--- src/rtl/imem_loader_if.sv ---
// Byte-stream handshake and instruction-memory write bus for imem_loader.
// master drives the stream and observes writes; slave is the loader.
interface imem_loader_if #(
  parameter int unsigned ADDR_W = 6
) ();
  logic              in_valid;
  logic [7:0]        in_byte;
  logic              in_last;
  logic              in_ready;
  logic              imem_we;
  logic [ADDR_W-1:0] imem_addr;
  logic [31:0]       imem_wdata;

  modport master (
    output in_valid, in_byte, in_last,
    input  in_ready, imem_we, imem_addr, imem_wdata
  );

  modport slave (
    input  in_valid, in_byte, in_last,
    output in_ready, imem_we, imem_addr, imem_wdata
  );
endinterface

--- src/rtl/imem_loader.sv ---
// Boot loader: packs a big-endian byte stream into instruction memory and holds the core in reset.
// Optional trailer checksum over all written words: define IMEM_LOADER_CHECKSUM_EN.
module imem_loader #(
  parameter int unsigned DEPTH_WORDS = 64,
  parameter int unsigned ADDR_W      = 6,
  parameter int unsigned HOLD_CYCLES = 2
) (
  input  logic            i_clk,
  input  logic            i_reset,
  imem_loader_if.slave    io_bus,
  output logic            o_cpu_reset,
  output logic            o_done,
  output logic            o_error,
  output logic [ADDR_W:0] o_word_count
);

  localparam int unsigned HoldW = (HOLD_CYCLES > 1) ? $clog2(HOLD_CYCLES) : 1;

  typedef enum logic [2:0] {
    StLoad,
    StWrite,
`ifdef IMEM_LOADER_CHECKSUM_EN
    StCheck,
`endif
    StDoneHold,
    StRun,
    StErr
  } state_e;

  state_e            r_state;
  logic [1:0]        r_idx;
  logic [31:0]       r_word;
  logic [ADDR_W-1:0] r_addr;
  logic [ADDR_W:0]   r_count;
  logic [HoldW-1:0]  r_hold;
  logic              r_last;
  logic              r_we;
  logic              r_cpu_reset;
  logic              r_done;
  logic              r_error;
`ifdef IMEM_LOADER_CHECKSUM_EN
  logic [31:0]       r_sum;
`endif

  logic w_in_ready;
  logic w_accept;

  // Ready is decoded combinationally so it drops in the very cycle reset is asserted.
`ifdef IMEM_LOADER_CHECKSUM_EN
  assign w_in_ready = !i_reset && (r_state == StLoad || r_state == StCheck);
`else
  assign w_in_ready = !i_reset && (r_state == StLoad);
`endif
  assign w_accept = io_bus.in_valid && w_in_ready;

  always_ff @(posedge i_clk) begin
    if (i_reset) begin
      r_state     <= StLoad;
      r_idx       <= 2'd0;
      r_word      <= 32'd0;
      r_addr      <= '0;
      r_count     <= '0;
      r_hold      <= '0;
      r_last      <= 1'b0;
      r_we        <= 1'b0;
      r_cpu_reset <= 1'b1;
      r_done      <= 1'b0;
      r_error     <= 1'b0;
`ifdef IMEM_LOADER_CHECKSUM_EN
      r_sum       <= 32'd0;
`endif
    end else begin
      r_we <= 1'b0;
      unique case (r_state)
        StLoad: begin
          if (w_accept) begin
            r_word <= {r_word[23:0], io_bus.in_byte};
            r_idx  <= r_idx + 2'd1;
            if (r_idx == 2'd3) begin
              r_state <= StWrite;
              r_we    <= 1'b1;
              r_last  <= io_bus.in_last;
            end else if (io_bus.in_last) begin
              r_state <= StErr;
              r_error <= 1'b1;
            end
          end
        end
        StWrite: begin
          r_addr <= r_addr + ADDR_W'(1);
          if (r_count < (ADDR_W + 1)'(DEPTH_WORDS)) r_count <= r_count + (ADDR_W + 1)'(1);
`ifdef IMEM_LOADER_CHECKSUM_EN
          r_sum <= r_sum + r_word;
`endif
          if (r_last) begin
`ifdef IMEM_LOADER_CHECKSUM_EN
            r_state <= StCheck;
`else
            r_state <= StDoneHold;
            r_hold  <= '0;
`endif
          end else if (r_addr == ADDR_W'(DEPTH_WORDS - 1)) begin
            r_state <= StErr;
            r_error <= 1'b1;
          end else begin
            r_state <= StLoad;
          end
        end
`ifdef IMEM_LOADER_CHECKSUM_EN
        StCheck: begin
          // in_last is deliberately ignored here; the trailer is always exactly four bytes.
          if (w_accept) begin
            r_word <= {r_word[23:0], io_bus.in_byte};
            r_idx  <= r_idx + 2'd1;
            if (r_idx == 2'd3) begin
              if ({r_word[23:0], io_bus.in_byte} == r_sum) begin
                r_state <= StDoneHold;
                r_hold  <= '0;
              end else begin
                r_state <= StErr;
                r_error <= 1'b1;
              end
            end
          end
        end
`endif
        StDoneHold: begin
          if (r_hold == HoldW'(HOLD_CYCLES - 1)) begin
            r_state     <= StRun;
            r_cpu_reset <= 1'b0;
            r_done      <= 1'b1;
          end else begin
            r_hold <= r_hold + HoldW'(1);
          end
        end
        StRun: r_state <= StRun;
        StErr: r_state <= StErr;
        default: begin
          r_state <= StErr;
          r_error <= 1'b1;
        end
      endcase
    end
  end

  assign io_bus.in_ready   = w_in_ready;
  assign io_bus.imem_we    = r_we;
  assign io_bus.imem_addr  = r_addr;
  assign io_bus.imem_wdata = r_word;
  assign o_cpu_reset       = r_cpu_reset;
  assign o_done            = r_done;
  assign o_error           = r_error;
  assign o_word_count      = r_count;

endmodule
--- src/flat_wrapper.sv ---
// flat-port wrapper written by rule: the top's interface ports become plain ports
module imem_loader_flat 
#(
  parameter int unsigned DEPTH_WORDS = 64,
  parameter int unsigned ADDR_W      = 6,
  parameter int unsigned HOLD_CYCLES = 2
)
  (i_clk, i_reset, o_cpu_reset, o_done, o_error, o_word_count, io_bus_in_valid, io_bus_in_byte, io_bus_in_last, io_bus_in_ready, io_bus_imem_we, io_bus_imem_addr, io_bus_imem_wdata);
  imem_loader_if #(.ADDR_W(ADDR_W)) io_bus_i ();
  input  logic i_clk;
  input  logic i_reset;
  output logic o_cpu_reset;
  output logic o_done;
  output logic o_error;
  output logic [ADDR_W:0] o_word_count;
  input wire logic [$bits(io_bus_i.in_valid)-1:0] io_bus_in_valid;
  input wire logic [$bits(io_bus_i.in_byte)-1:0] io_bus_in_byte;
  input wire logic [$bits(io_bus_i.in_last)-1:0] io_bus_in_last;
  output wire logic [$bits(io_bus_i.in_ready)-1:0] io_bus_in_ready;
  output wire logic [$bits(io_bus_i.imem_we)-1:0] io_bus_imem_we;
  output wire logic [$bits(io_bus_i.imem_addr)-1:0] io_bus_imem_addr;
  output wire logic [$bits(io_bus_i.imem_wdata)-1:0] io_bus_imem_wdata;
  assign io_bus_i.in_valid = io_bus_in_valid;
  assign io_bus_i.in_byte = io_bus_in_byte;
  assign io_bus_i.in_last = io_bus_in_last;
  assign io_bus_in_ready = io_bus_i.in_ready;
  assign io_bus_imem_we = io_bus_i.imem_we;
  assign io_bus_imem_addr = io_bus_i.imem_addr;
  assign io_bus_imem_wdata = io_bus_i.imem_wdata;
  imem_loader #(.DEPTH_WORDS(DEPTH_WORDS), .ADDR_W(ADDR_W), .HOLD_CYCLES(HOLD_CYCLES)) u_core (.i_clk(i_clk), .i_reset(i_reset), .io_bus(io_bus_i), .o_cpu_reset(o_cpu_reset), .o_done(o_done), .o_error(o_error), .o_word_count(o_word_count));
endmodule
--- config.mk ---
export PLATFORM = sky130hd
export DESIGN_NAME = imem_loader_flat
export DESIGN_NICKNAME = d
export VERILOG_FILES = /design/src/rtl/imem_loader_if.sv /design/src/rtl/imem_loader.sv /design/src/flat_wrapper.sv
export SDC_FILE = /design/constraint.sdc
export NUM_CORES = 1
export LEC_CHECK = 0
export BUFFER_PORTS_ARGS = -buffer_cell sky130_fd_sc_hd__buf_2
export CORE_ASPECT_RATIO = 0.6
export CORE_UTILIZATION = 25
export DETAILED_ROUTE_END_ITERATION = 12
export PLACE_DENSITY = 0.47
export SYNTH_ARGS = -nofsm -noshare
export SYNTH_HDL_FRONTEND = slang
export SYNTH_SLANG_ARGS = --single-unit
export TNS_END_PERCENT = 5
--- constraint.sdc ---
create_clock -name i_clk -period 4 [get_ports i_clk]
set_input_delay 0.2 -clock i_clk [delete_from_list [all_inputs] [get_ports i_clk]]
set_output_delay 0.2 -clock i_clk [all_outputs]
set_load 0.05 [all_outputs]
After elaboration in Yosys (flattened, before gate mapping)
Cells that the tools add are included.
Widths: inputs -> output; s select.

operators by class
  multiplexer cells = 17
  shifts and indexed selects = 0
  reduce and logical (&&, ||, !) cells = 14
  bitwise logic cells = 3
  $mul = 0
  order comparisons = 1
  equality and inequality tests = 14
  div/mod/pow operators = 0
  $add $sub $neg = 4

operators by type and width
  cell                 number
  $mux 3               6
  $pmux 3 s4           1
  $mux 1               8
  $ne 2x1->1 const B   4
  $reduce_and 2->1     4
  $add 7x1->7 const B  1
  $lt 7x7->1 const B   1
  $add 6x1->6 const B  1
  $eq 3x2->1 const B   2
  $eq 6x6->1 const B   1
  $ne 2x2->1 const B   3
  $reduce_and 3->1     2
  $reduce_and 6->1     1
  $reduce_or 3->1      2
  $eq 3x1->1 const B   1
  $eq 3x3->1 const B   1
  $logic_not 3->1      1
  $ne 3x3->1 const B   1
  $not 1->1            3
  $pmux 1 s3           1
  $add 2x1->2 const B  1
  $eq 2x2->1 const B   1
  $logic_and 1x1->1    2
  $pmux 1 s2           1
  3 further kinds      3

storage, ports and cells
  RAM bits = 0
  latch bits = 0
  input bits = 12
  memories kept = 0
  bits in read-only memories = 0
  word-level logic and storage cells = 64
  output and inout bits = 50
  register bits after elaboration = 56

Longest topological paths before layout
Gate-level depths: netlist (run 1).

  depth in word-level cells = 5
  gate-level depth with buffers = 5
  depth with buffers taken out = 4

Worst setup path before layout (run 1)
No wires, ideal clock.

  path kind = reg2reg
  start point = reg u_core.r_addr[0] (netlist: u_core.io_bus.imem_addr[0])
  end point = reg u_core.r_addr[4] (netlist: u_core.io_bus.imem_addr[4])
  data required time = 3879 ps
  setup time = 121 ps
  slack = 2094 ps
  buffers on the path = 0
  period minus slack after synthesis = 1906 ps
  stages on the path, launching flop included = 5
  arrival time = 1785 ps
  cell sequence = dfxtp_1 > ha_1 > nor4bb_1 > and3_1 > mux2_2

between the ends
  word-level cells in the longest chain between the ends = 1

ends and longest elaborated chain
  element                 RTL line           text
  start, declared         imem_loader.sv:33  logic [ADDR_W-1:0] r_addr;
  start signal, assigned  imem_loader.sv:90  r_addr <= r_addr + ADDR_W'(1);
  $add 6x1->6             imem_loader.sv:90

No other way between the ends.
A chain may end at the register's enable or synchronous reset.

Final worst setup path (run 1)
  start point = reg u_core.r_state[1]
  end point = reg u_core.r_word[21] (netlist: u_core.io_bus.imem_wdata[21])

between the ends
  word-level cells in the longest chain between the ends = 4

ends and longest elaborated chain
  element                              RTL line                              text
  start, declared                      imem_loader.sv:30                     state_e r_state;
  start signal, assigned               imem_loader.sv:58                     r_state <= StLoad;
  start signal, assigned               imem_loader.sv:80                     r_state <= StWrite;
  start signal, assigned               imem_loader.sv:84                     r_state <= StErr;
  $logic_not 3->1 *                    imem_loader.sv:52, imem_loader.sv:74
  $logic_and 1x1->1                    imem_loader.sv:52                     assign w_in_ready = !i_reset && (r_state == StLoad);
  $logic_and 1x1->1                    imem_loader.sv:54                     assign w_accept = io_bus.in_valid && w_in_ready;
  $reduce_and 2->1 (no source line) *  --
  end signal, assigned                 imem_loader.sv:77                     r_word <= {r_word[23:0], io_bus.in_byte};
  end, declared                        imem_loader.sv:32                     logic [31:0] r_word;

Every way passes the cells marked *; elsewhere a longest branch is shown, timed or not.

==> results.md, run 1 <==
CTS:
- The number of post-CTS setup repair buffers is 0.
- The largest buffer count on any clock path is 2.
- The clock transition at the register clock pins on the worst setup and hold paths after CTS is 70 ps.
- The count of hold-fix buffers inserted at cts is 0.
- In this run the number of H-tree levels came out at 2.
- The source-to-sink clock delay at the later pin of the worst-skew pair is 290 ps.
- The buffer type at the clock tree root is sky130_fd_sc_hd__clkbuf_16.
- The tree built by TritonCTS fans out to 56 sinks.
- The number of buffers added by the clock tree synthesis step is 5.
- Post-CTS repair changed the size of 0 cells.
- The clock tree from TritonCTS is done.

Detailed routing:
- The mean routed wirelength per cell is 13.2 um.
- The count of nets left with antenna violations after detail routing is 0.
- The first detailed-routing pass took 4 iterations.
- The detailed router's first-iteration violation count is 105.
- Wires add up to 5.42 mm.
- The via density per instance is 4.18.
- The total via count in the routed design is 1720.
- After detailed routing, the number of remaining DRC violations is 0.

Timing:
- The count of endpoints failing hold in the final timing report is 0.
- The transition at the pin with the smallest max-transition slack is 625 ps.
- The final setup violation count is 0.
- The clock skew after layout is 5.49 ps.
- In the finished design, the share of the clock period the worst path needs comes to 0.521.
- The setup TNS after final layout is 0 ps.
- Measured against its own limit, the worst slew margin works out to 0.583.
- The final number of max-transition violations was 0.
- After layout, the minimum clock period comes to 2080 ps.
- On the final layout, the worst hold slack is 133 ps.
- Setup repair after global routing left no endpoint under its margin.
- Static timing analysis puts the maximum clock frequency at 480 MHz.

Synthesis:
- By instance count, the leading cell after synthesis is sky130_fd_sc_hd__dfxtp_1.
- Yosys attributes the largest share of cell area to sky130_fd_sc_hd__dfxtp_1 (46%), sky130_fd_sc_hd__mux2_4 (18%), sky130_fd_sc_hd__nor2b_1 (9.4%), sky130_fd_sc_hd__mux2_2 (3.2%), sky130_fd_sc_hd__a21oi_1 (2.2%).
- The dominant register cell in the synthesized netlist is sky130_fd_sc_hd__dfxtp_1.
- Averaged over all synthesized cells, the footprint is 11.0 um^2.
- Counting flops with an async set or reset pin after synthesis yields a share of 0.
- The share of synthesized area in the top cell type comes to 0.456.
- The largest area contributor in the synthesized netlist is sky130_fd_sc_hd__dfxtp_1.
- Counting instances in the post-synthesis netlist gives the leading cell types as sky130_fd_sc_hd__dfxtp_1 (56), sky130_fd_sc_hd__nor2b_1 (37), sky130_fd_sc_hd__mux2_4 (30).
- The number of nets handed over by synthesis was 238.
- The gate count of the mapped netlist is 223.
- In this run the cell area of the synthesized design comes to 2460 um^2.
- The number of flip-flops and latches in the synthesized netlist is 56.
- The share of the Yosys chip area taken by registers is 0.456.
- The Yosys step of the flow raised 0 warnings.
- In this run, distinct cell masters in the synthesized netlist total 37.
- The number of flops mapped to enable cells by yosys is 0.

Min path:
- The worst hold path passes through 2 cells.
- The tightest min-delay check is of the input pin to flop type.

Worst setup path:
- The element type at the critical path end is a flop.
- The number of buffer and inverter stages on the critical path is 1.
- The peak fanout along the critical path is 33.
- For the worst setup path, the data required time is 4180 ps.
- The kind of launch point of the worst setup path is a flop.
- The dominant delay contributor by cell family on the critical path is simple AND/OR/NAND/NOR gates.
- The signal on the critical path passes through or4_4 > inv_2 > nand2_4 > mux2_4.
- The worst-path cell with the longest stage delay is sky130_fd_sc_hd__or4_4.
- The critical path is of the flop to flop type.
- The cell count of the worst reg-to-reg path is 4.
- The largest single stage delay on the critical path is 600 ps.
- In this run the number of cells on the critical path is 4.
- For the worst setup path, the data arrival time is 2260 ps.

GRT:
- The via count of the first global-routing pass is 1628.
- The sum of overflow across all layers after global routing is 0.
- The number of antenna violations at the first check in global routing is 0.
- The pin count of the biggest net entering global routing is 61.
- The aggregate global-route resource usage is 0.114.
- The global-route wire length before repair is 8.94 mm.

Pwr:
- Of the total power, combinational logic draws 0.128.
- The internal power is 861 uW.
- Across the VDD grid, the largest voltage drop is 0.000159 V.
- Of the total power, the share spent switching nets is 0.269.
- The design draws 1.18 mW.
- The total power divided by cell area is 391 nW/um^2.
- Of the total power, the clock network draws 0.371.
- Of the total power, registers draw 0.502.
- The switching power is 317 uW.
- In this run the static leakage power is 1.38 nW.

Placement:
- The count of buffers inserted at the top-level ports is 61.
- The congestion estimate from routability-driven global placement came to 0.764.
- The instance area at placement is 2870 um^2.
- The wire-length estimate of the detail-placed layout is 3.89 mm.

Flow run:
- The reported max-cap violation count is 0.

Die:
- The area of the die is 10200 um^2.
- The die boundary width is 130 um.
- After floorplanning, the core was divided into 27 placement rows.
- The floorplan step defined a core boundary enclosing 9360 um^2.
- The height of the die is 78.8 um.
- Pin placement for this block handled 62 I/O pins.
- The initial cell density of the core is 0.263.

Final layout:
- The number of antenna diodes in the final layout is 0.
- In the final layout, the share of cells above drive strength 1 is 0.399.
- After routing the design area is 3010 um^2.
- The post-synthesis to final-layout area growth is 22.7%.
- The final layout net count is 295.

Outcome:
- The run finished with clean final reports.
[cell families (layout without fill, tap and decap cells)]
family                   after synthesis  after routing  share of synthesized area
AND/OR/NAND/NOR                       79             79                      0.197
flip-flops                            56             56                      0.456
multiplexers                          37             37                      0.215
AO/OA/AOI/OAI                         26             26                     0.0677
buffers and inverters                 19             77                     0.0382
adder cells (fa/ha/maj)                3              3                     0.0153
XOR/XNOR                               3              3                     0.0107
[worst reg2reg max path: stages (launching register included)]
cell and delay, ps:
sky130_fd_sc_hd__dfxtp_1 480, sky130_fd_sc_hd__or4_4 610, sky130_fd_sc_hd__inv_2 110, sky130_fd_sc_hd__nand2_4 330, sky130_fd_sc_hd__mux2_4 450
[power by group through the flow]
stage                     clock network (mW)  registers, mW  logic [mW]
final                                  0.437          0.591       0.150
after floorplan                            0          0.653      0.0688
after global routing                   0.486          0.594       0.160
after CTS                              0.459          0.591       0.152
after global placement                     0          0.604       0.151
after detailed placement                   0          0.604       0.151
[state kept, by name, summed over array words and instances (netlist names)]
| signal | flops |
|---|---|
| u_core.o_done | 1 |
| u_core.o_cpu_reset | 1 |
| u_core.o_word_count | 7 |
| u_core.io_bus.imem_wdata | 32 |
| u_core.r_idx | 2 |
| u_core.r_state | 3 |
| u_core.r_last | 1 |
| u_core.r_hold | 1 |
| u_core.io_bus.imem_we | 1 |
| u_core.o_error | 1 |
| u_core.io_bus.imem_addr | 6 |
[cells in the final DEF, fill, tap and decap left out, types with 2 or more instances in the layout]
cell type / instances
sky130_fd_sc_hd__nand2_1: 6
sky130_fd_sc_hd__inv_1: 6
sky130_fd_sc_hd__ha_1: 3
sky130_fd_sc_hd__and3_1: 3
sky130_fd_sc_hd__mux2_4: 30
sky130_fd_sc_hd__or3_1: 3
sky130_fd_sc_hd__o21ai_0: 3
sky130_fd_sc_hd__nor3_1: 2
sky130_fd_sc_hd__nor2b_1: 37
sky130_fd_sc_hd__nor4_1: 2
sky130_fd_sc_hd__nor2_1: 10
sky130_fd_sc_hd__a211oi_1: 3
sky130_fd_sc_hd__mux2_2: 7
sky130_fd_sc_hd__nand4_1: 6
sky130_fd_sc_hd__clkinvlp_4: 2
sky130_fd_sc_hd__o31ai_1: 3
sky130_fd_sc_hd__clkbuf_16: 5
sky130_fd_sc_hd__or4_1: 2
sky130_fd_sc_hd__xnor2_1: 3
sky130_fd_sc_hd__buf_2: 61
sky130_fd_sc_hd__a21oi_1: 11
sky130_fd_sc_hd__dfxtp_1: 56
[path summary, 6_finish.rpt]
| kind | start | to | slack, ps |
|---|---|---|---|
| min reg2reg | u_core.o_done$_SDFFE_PP0P_ | u_core.o_done$_SDFFE_PP0P_ | 450 |
| min | io_bus_in_byte[1] | u_core.io_bus.imem_wdata[1]$_SDFFE_PP0P_ | 130 |
| max reg2reg | u_core.r_state[1]$_SDFFE_PP0P_ | u_core.io_bus.imem_wdata[21]$_SDFFE_PP0P_ | 1920 |
| max | u_core.r_state[1]$_SDFFE_PP0P_ | u_core.io_bus.imem_wdata[21]$_SDFFE_PP0P_ | 1920 |
[stage by stage]
step                setup slack, ps  utilization  instances
finish                         1920        0.322        411
global route                   1810        0.322        411
CTS                            1920        0.322        411
detailed placement             1940        0.306        403
global placement               1960        0.306        403
floorplan                      2090            -        223
[per-layer routing]
| layer | wire [um] | vias to the layer above | track usage |
|---|---|---|---|
| li1 | - | 894 | - |
| met1 | 3090 | 785 | 0.174 |
| met2 | 2020 | 37 | 0.147 |
| met3 | 260 | 4 | 0.0357 |
| met4 | 46 | 0 | 0.0349 |
| met5 | 0 | - | 0 |
[area by class of cell]
type / count / area (um^2)
clock buffer: 5 / 125
clock inverter: 3 / 23.8
fill: 1001 / 6340
inverter: 7 / 26.3
multi-input combinational: 148 / 1240
sequential: 56 / 1120
tap: 130 / 163
timing repair buffer: 62 / 313
(Power assumes the default switching activity.)
==> run 2: changes to the inputs <==
--- a/config.mk
+++ b/config.mk
@@ -5,6 +5,7 @@
 export SDC_FILE = /design/constraint.sdc
 export NUM_CORES = 1
 export LEC_CHECK = 0
+export ABC_AREA = 1
 export BUFFER_PORTS_ARGS = -buffer_cell sky130_fd_sc_hd__buf_2
 export CORE_ASPECT_RATIO = 0.6
 export CORE_UTILIZATION = 25
==> constraint.sdc (replaced) <==
create_clock -name i_clk -period 2 [get_ports i_clk]
set_input_delay 0.1 -clock i_clk [delete_from_list [all_inputs] [get_ports i_clk]]
set_output_delay 0.1 -clock i_clk [all_outputs]
set_load 0.05 [all_outputs]
==> results.md, run 2 <==
Outcome:
- The flow ran to the end, and the final reports show no timing, DRC or antenna violations.

Pwr:
- The leakage power is 1.44 nW (+4.8%).
- The switching share of power is 0.262 (-0.00650).
- The worst vdd rail ir drop was 0.000280 V (+76%).
- The total power divided by cell area is 862 nW/um^2 (+120%).
- The relative contribution of the clock network to total power is 0.411 (+0.040).
- The sequential cell fraction of total power was 0.481 (-0.021).
- The total power after layout was 2.44 mW (+110%).
- The internal power is 1.80 mW (+110%).
- The combinational share of power is 0.108 (-0.020).
- The switching power is 641 uW (+100%).

Worst setup path:
- The arrival time at the worst endpoint is 1720 ps (-540 ps).
- The peak fanout along the critical path came to 23 (-30%).
- The data required time at the worst endpoint came to 2170 ps (-2010 ps).
- STA classifies the critical path endpoint as a flop.
- On the critical path, the stage with the largest delay is an instance of sky130_fd_sc_hd__dfxtp_1.
- The launch point of the worst path is u_core.r_state[0]$_SDFFE_PP0P_.
- The type of the setup path with the least slack is flop to flop.
- The longest individual stage delay on the worst path came to 340 ps (-260 ps).
- The critical path goes through nor2_2 > nand2_2 > nor2_2 > nand2_2 > buf_4 > nand2_1 > a21oi_1.
- The kind of launch point of the worst setup path is a flop.
- The source of the worst register-to-register timing path is u_core.r_state[0]$_SDFFE_PP0P_.

Synthesis:
- In the post-synthesis netlist, the biggest area contributors are sky130_fd_sc_hd__dfxtp_1 (51%), sky130_fd_sc_hd__nand2_1 (17%), sky130_fd_sc_hd__nand3_1 (9.9%), sky130_fd_sc_hd__inv_1 (3.7%), sky130_fd_sc_hd__a21oi_1 (3.6%).
- The net count of the mapped netlist is 310 (+30%).
- The total standard cell area after synthesis was 2220 um^2 (-9.8%).
- The fraction of the yosys area taken by sequential cells is 0.506 (+0.0494).
- The mean instance size in the synthesized netlist is 7.52 um^2 (-32%).
- The proportion of netlist area held by the largest area contributor is 0.506 (+0.0494).
- The gate count of the mapped netlist is 295 (+32%).
- The largest total area in the synthesized netlist belongs to sky130_fd_sc_hd__dfxtp_1.
- sky130_fd_sc_hd__nand2_1 is the most common cell in the netlist.
- The number of distinct library cell variants in the gate-level netlist after synthesis was 24 (-35%).
- After synthesis, the most frequently instantiated cells are sky130_fd_sc_hd__nand2_1 (101), sky130_fd_sc_hd__dfxtp_1 (56), sky130_fd_sc_hd__nand3_1 (44).
- The async set-reset flop share out of synthesis is 0 (unchanged).
- The number of warnings issued by yosys came to 0 (unchanged).
- The number of flops mapped to enable cells by yosys is 0 (unchanged).
- The number of flip-flops and latches in the synthesized netlist is 56 (unchanged).
- For this run, the leading register cell type out of synthesis is sky130_fd_sc_hd__dfxtp_1.

Die:
- The initial cell density of the core came to 0.259 (-0.00346).
- The placeable core area is 8560 um^2 (-8.6%).
- The number of rows in the core area was 26 (-3.7%).
- The area of the die came to 9260 um^2 (-9.6%).
- The height of the die came to 74.9 um (-4.9%).
- The die boundary width was 124 um (-4.9%).
- The count of pins on the block boundary is 62 (unchanged).

CTS:
- The clock transition at the register clock pins on the worst setup and hold paths after CTS is 70 ps (about the same).
- The number of buffers added by the clock tree synthesis step is 5 (unchanged).
- TritonCTS built the clock tree.
- The tree is rooted in a sky130_fd_sc_hd__clkbuf_16.
- The largest buffer count on any clock path is 2 (unchanged).
- The number of post-CTS setup repair buffers is 0 (unchanged).
- The post-cts sizing count is 0 (unchanged).
- The number of H-tree branching levels is 2 (unchanged).
- The CTS sink count is 56 (unchanged).
- The source-to-sink clock delay at the later pin of the worst-skew pair is 300 ps (about the same).

Timing:
- The transition at the pin with the smallest max-transition slack is 468 ps (-158 ps).
- The final clock period utilization by the worst path is 0.776 (+0.255).
- The clock period minus final worst setup slack is 1550 ps (-532 ps).
- The final setup violation count was 0 (unchanged).
- The clock skew after layout is 5.53 ps (+0.0338 ps).
- The maximum achievable frequency was 645 MHz (+34%).
- The setup TNS after final layout came to 0 ps (unchanged).
- The count of endpoints failing hold in the final timing report is 0 (unchanged).
- The remaining max-slew budget at the tightest pin came to 0.687 (+0.104).
- Setup repair after global routing left no endpoint under its margin.
- The final number of max-transition violations is 0 (unchanged).

GRT:
- The number of antenna violations at the first check in global routing came to 0 (unchanged).
- The aggregate global-route resource usage came to 0.124 (+0.00949).
- The sum of overflow across all layers after global routing came to 0 (unchanged).
- The global-route wire length before repair is 8.53 mm (-4.6%).
- The via count of the first global-routing pass is 1658 (+1.8%).
- The pin count of the biggest net entering global routing is 37 (-39%).

Final layout:
- The most frequent standard cell in the layout excluding fill and tap cells is sky130_fd_sc_hd__nand2_1.
- Leaving out fill and tap cells, the most frequent cells in the layout are sky130_fd_sc_hd__nand2_1 (101), sky130_fd_sc_hd__buf_2 (61), sky130_fd_sc_hd__dfxtp_1 (56).
- The post-synthesis to final-layout area growth is 27.9%.
- The non-filler instance count after layout is 473 (+15%).
- The total of fill cells in the finished design came to 970 (-3.1%).
- The final layout net count is 375 (+27%).
- The fraction of final layout cells sized beyond drive strength 1 is 0.227 (-0.171).
- The number of antenna repair diodes is 0 (unchanged).
- The number of flip-flops under the largest register name is 32 (unchanged).

Detailed routing:
- The via density per instance is 4.23 (+1.1%).
- The count of nets left with antenna violations after detail routing is 0 (unchanged).
- The mean routed wirelength per cell is 11.9 um (-9.4%).
- The total via count in the routed design was 2002 (+16%).
- The count of unresolved DRC violations after routing is 0 (unchanged).
- The detailed router's first-iteration violation count came to 121 (+15%).
- The total wirelength of the detailed-routed design is 5.65 mm (+4.3%).
- The number of optimization iterations in the first detailed-route pass is 4 (unchanged).

Flow run:
- The reported max-cap violation count is 0 (unchanged).

Min path:
- In this run the most critical hold path is launched from io_bus_in_byte[2].
- The worst min-delay path class is input pin to flop.

Placement:
- The post-DP HPWL was 4.06 mm (+4.5%).
- The placer's final routability congestion estimate is 0.884 (+16%).
- The count of buffers inserted at the top-level ports is 61 (unchanged).
- The instance count after placement with tap cells included was 461 (+14%).
## run 2: changes by cell type after synthesis, moves of 3 or more
cell / change
sky130_fd_sc_hd__or3_1: -3
sky130_fd_sc_hd__a21oi_1: +5
sky130_fd_sc_hd__nand2_1: +95
sky130_fd_sc_hd__nor2b_1: -37
sky130_fd_sc_hd__nand3_1: +43
sky130_fd_sc_hd__mux2_4: -30
sky130_fd_sc_hd__clkbuf_1: -3
sky130_fd_sc_hd__mux2_2: -7
sky130_fd_sc_hd__buf_2: +4
sky130_fd_sc_hd__a211oi_1: -3
sky130_fd_sc_hd__inv_1: +16
sky130_fd_sc_hd__o31ai_1: -3
sky130_fd_sc_hd__nand4_1: -4
sky130_fd_sc_hd__nor2_1: +9
## run 2: kinds of logic (layout without fill, tap and decap cells)
| group | Yosys count | after routing | synth area share |
|---|---|---|---|
| xor+xnor | 1 | 1 | 0.00395 |
| buf+inv | 35 | 101 | 0.0717 |
| compound gates | 22 | 22 | 0.0514 |
| fa+ha+maj | 3 | 3 | 0.0169 |
| simple gates | 178 | 178 | 0.350 |
| flops | 56 | 56 | 0.506 |
## run 2: worst paths after layout
check                                                                 to  slack (ps)  cells after the start
worst max-delay path                        u_core.r_idx[0]$_SDFFE_PP0P_         450                      7
worst min-delay path            u_core.io_bus.imem_wdata[2]$_SDFFE_PP0P_           8                      3
worst max register to register              u_core.r_idx[0]$_SDFFE_PP0P_         450                      7
worst min register to register                u_core.o_done$_SDFFE_PP0P_         450                      2
## run 2: power groups by stage
stage          clock network, mW  registers (mW)  logic (mW)
6_report                    1.00            1.18       0.265
5_1_grt                     1.08            1.18       0.287
4_1_cts                     1.04            1.18       0.269
3_5_place_dp                   0            1.20       0.262
3_3_place_gp                   0            1.20       0.261
2_1_floorplan                  0            1.30      0.0962
## run 2: cell type report
cell class	count	area, um^2	share of cell area
Sequential cell	56	1120	0.395
Multi-Input combinational cell	204	937	0.331
Timing Repair Buffer	70	383	0.135
Tap cell	112	140	0.0494
Clock buffer	5	125	0.0441
Inverter	23	86.3	0.0305
Clock inverter	3	42.5	0.0150
## run 2: worst max-delay path: cells and delay by family, from the launching register on
family / cells / cell delay [ps]
compound gates: 1 / 60
flops: 1 / 340
simple gates: 5 / 740
buf+inv: 1 / 280
## run 2: repair_timing
item,in CTS,in global routing
hold endpoints to repair,4,0
hold buffers,4,0
endpoints found under the setup margin,0,0
## run 2: layer usage
metal | vias to the layer above | global-route usage | part of all wire
li1 | 1071 | - | -
met1 | 882 | 0.183 | 0.53
met2 | 42 | 0.151 | 0.37
met3 | 7 | 0.0508 | 0.078
met4 | 0 | 0.0522 | 0.014
met5 | - | 0 | 0
## run 2: per-stage QoR
stage	utilization	instance area [um^2]	hold WS (ps)	setup slack, ps
after floorplan	-	2220	211	349
after CTS	0.331	2840	1.19	441
after detailed placement	0.307	2630	305	453
final	0.331	2840	7.68	448
after global routing	0.331	2840	17.2	314
after global placement	0.307	2630	296	495
==> run 3: changes to the inputs <==
--- a/config.mk
+++ b/config.mk
@@ -10,7 +10,7 @@
 export CORE_ASPECT_RATIO = 0.6
 export CORE_UTILIZATION = 25
 export DETAILED_ROUTE_END_ITERATION = 12
-export PLACE_DENSITY = 0.47
+export PLACE_DENSITY = 0.49
 export SYNTH_ARGS = -nofsm -noshare
 export SYNTH_HDL_FRONTEND = slang
 export SYNTH_SLANG_ARGS = --single-unit
==> constraint.sdc (replaced) <==
create_clock -name i_clk -period 1.25 [get_ports i_clk]
set_input_delay 0.0625 -clock i_clk [delete_from_list [all_inputs] [get_ports i_clk]]
set_output_delay 0.0625 -clock i_clk [all_outputs]
set_load 0.05 [all_outputs]
==> results.md, run 3 (synthesis gave the netlist of run 2 again) <==
CTS:
- The number of buffers added by the clock tree synthesis step is 5 (unchanged).
- The CTS sink count is 56 (unchanged).
- The buffer type at the clock tree root is sky130_fd_sc_hd__clkbuf_16.
- TritonCTS built the clock tree.
- The source-to-sink clock delay at the later pin of the worst-skew pair is 290 ps (about the same).
- The clock transition at the register clock pins on the worst setup and hold paths after CTS came to 70 ps (about the same).
- The number of H-tree branching levels is 2 (unchanged).
- The largest buffer count on any clock path is 2 (unchanged).

GRT:
- The global-route wire length before repair is 8.90 mm (+4.4%).
- The via count of the first global-routing pass is 1769 (+6.7%).
- The aggregate global-route resource usage is 0.127 (+0.00379).
- The sum of overflow across all layers after global routing is 0 (unchanged).
- The pin count of the biggest net entering global routing is 35 (-5.4%).
- The number of antenna violations at the first check in global routing is 0 (unchanged).

Worst setup path:
- The type of the setup path with the least slack is flop to primary output.
- The number of buffer and inverter stages on the critical path was 1 (unchanged).
- The dominant delay contributor by cell family on the critical path is simple AND/OR/NAND/NOR gates.
- The cell that appears most often on the critical path is sky130_fd_sc_hd__nor2_4.
- The worst setup path is captured at a primary output.
- The worst-path cell with the longest stage delay is sky130_fd_sc_hd__dfxtp_2.
- The arrival time at the worst endpoint was 1180 ps (-540 ps).
- The data required time at the worst endpoint is 1190 ps (-980 ps).
- STA classifies the critical path startpoint as a flop.
- The longest individual stage delay on the worst path came to 340 ps (about the same).
- The signal on the critical path passes through nor2_4 > nand2_4 > nor2_4 > buf_8.
- The peak fanout along the critical path is 5 (-78%).

Detailed routing:
- The number of optimization iterations in the first detailed-route pass is 4 (unchanged).
- The total via count in the routed design is 2037 (+1.7%).
- The detailed router's first-iteration violation count is 116 (-4.1%).
- The count of unresolved DRC violations after routing is 0 (unchanged).
- The mean routed wirelength per cell is 11.5 um (-3.5%).
- The total wirelength of the detailed-routed design is 5.52 mm (-2.3%).
- The count of nets left with antenna violations after detail routing is 0 (unchanged).
- The via density per instance was 4.25 (+0.47%).

Flow run:
- The reported max-cap violation count is 0 (unchanged).

Placement:
- The instance count after placement with tap cells included was 462 (+0.22%).
- The placer's final routability congestion estimate is 0.776 (-12%).
- The instance area at placement is 2690 um^2 (+2.2%).
- The count of buffers inserted at the top-level ports is 61 (unchanged).
- The post-DP HPWL was 3.95 mm (-2.7%).

Timing:
- The remaining max-slew budget at the tightest pin is 0.773 (+0.0858).
- The final number of max-transition violations is 0 (unchanged).
- The final setup violation count is 0 (unchanged).
- The transition at the pin with the smallest max-transition slack came to 340 ps (-127 ps).
- The count of endpoints failing hold in the final timing report is 0 (unchanged).
- The setup TNS after final layout is 0 ps (unchanged).
- The final clock period utilization by the worst path is 0.990.
- The clock period minus final worst setup slack is 1240 ps.
- The clock skew after layout is 2.28 ps (-3.25 ps).
- Setup repair after global routing could not meet its margin everywhere.
- Static timing analysis puts the maximum clock frequency at 808 MHz.
- The tightest hold margin is 69.9 ps (+62.2 ps).

Die:
- The placeable core area came to 8560 um^2 (unchanged).
- The height of the die came to 74.9 um (unchanged).
- The die boundary width came to 124 um (unchanged).
- The area of the die came to 9260 um^2 (unchanged).
- The count of pins on the block boundary is 62 (unchanged).
- The number of rows in the core area is 26 (unchanged).
- The initial cell density of the core came to 0.259 (unchanged).

Final layout:
- The post-synthesis to final-layout area growth is 34.5%.
- The number of flip-flops under the largest register name is 32 (unchanged).
- The fraction of final layout cells sized beyond drive strength 1 is 0.267 (+0.0399).
- The final layout net count came to 381 (+1.6%).
- Leaving out fill and tap cells, the most frequent cell in the layout is sky130_fd_sc_hd__nand2_1.
- In the layout the commonest cells are sky130_fd_sc_hd__nand2_1 (101), sky130_fd_sc_hd__buf_2 (60), sky130_fd_sc_hd__dfxtp_1 (50).
- The post-route standard cell area excluding fillers was 2980 um^2 (+5.2%).
- The non-filler instance count after layout is 479 (+1.3%).
- The number of antenna repair diodes was 0 (unchanged).

Pwr:
- The total power divided by cell area was 1330 nW/um^2 (+54%).
- The total power after layout is 3.96 mW (+62%).
- The leakage power is 1.49 nW (+3.7%).
- The worst vdd rail ir drop was 0.000516 V (+84%).

Min path:
- The worst min-delay path class is input pin to flop.

Outcome:
- The run finished with clean final reports.
run 3: through the flow:
step | worst slack, ps | util
after detailed placement | -15.6 | 0.314
after floorplan | -115 | -
final | 12.5 | 0.349
after global placement | -6.51 | 0.314
after CTS | -25.9 | 0.345
after global routing | -76.0 | 0.349
run 3: report_power, final:
group | switching [mW] | internal, mW
Combinational | 0.329 | 0.132
Sequential | 0.0426 | 1.84
Clock | 0.669 | 0.953
run 3: worst min-delay path: stages:
cell and delay, ps:
sky130_fd_sc_hd__buf_2 130, sky130_fd_sc_hd__nand2_4 70, sky130_fd_sc_hd__nor2_1 50
run 3: cell type report:
| class | count | area (um^2) |
|---|---|---|
| sequential | 56 | 1130 |
| fill | 941 | 5570 |
| inverter | 23 | 88.8 |
| clock inverter | 3 | 47.5 |
| timing repair buffer | 76 | 473 |
| multi-input combinational | 204 | 980 |
| tap | 112 | 140 |
| clock buffer | 5 | 125 |
run 3: timing repair:
| item | CTS | global route |
|---|---|---|
| endpoints found under the hold margin | 8 | 0 |
| pin swaps | 1 | 1 |
| gates resized for setup | 4 | 10 |
| setup endpoints to repair | 4 | 31 |
| hold buffers | 8 | 0 |
| setup buffers | 0 | 1 |
run 3: layer usage:
layer	vias up	wire, um	GRT usage	share of wire
li1	1086	-	-	-
met1	896	3070	0.192	0.56
met2	48	2020	0.169	0.37
met3	7	367	0.0394	0.066
met4	0	58	0.0402	0.011
met5	-	0	0	0
run 3: final timing paths:
| kind | startpoint | to | slack, ps | cells after the start |
|---|---|---|---|---|
| min reg2reg | u_core.o_cpu_reset$_SDFFE_PP1P_ | u_core.o_cpu_reset$_SDFFE_PP1P_ | 450 | 2 |
| max reg2reg | u_core.r_state[1]$_SDFFE_PP0P_ | u_core.r_idx[0]$_SDFFE_PP0P_ | 30 | 6 |
| min | io_bus_in_valid | u_core.io_bus.imem_we$_SDFF_PP0_ | 70 | 3 |
| max | u_core.r_state[1]$_SDFFE_PP0P_ | io_bus_in_ready | 10 | 4 |
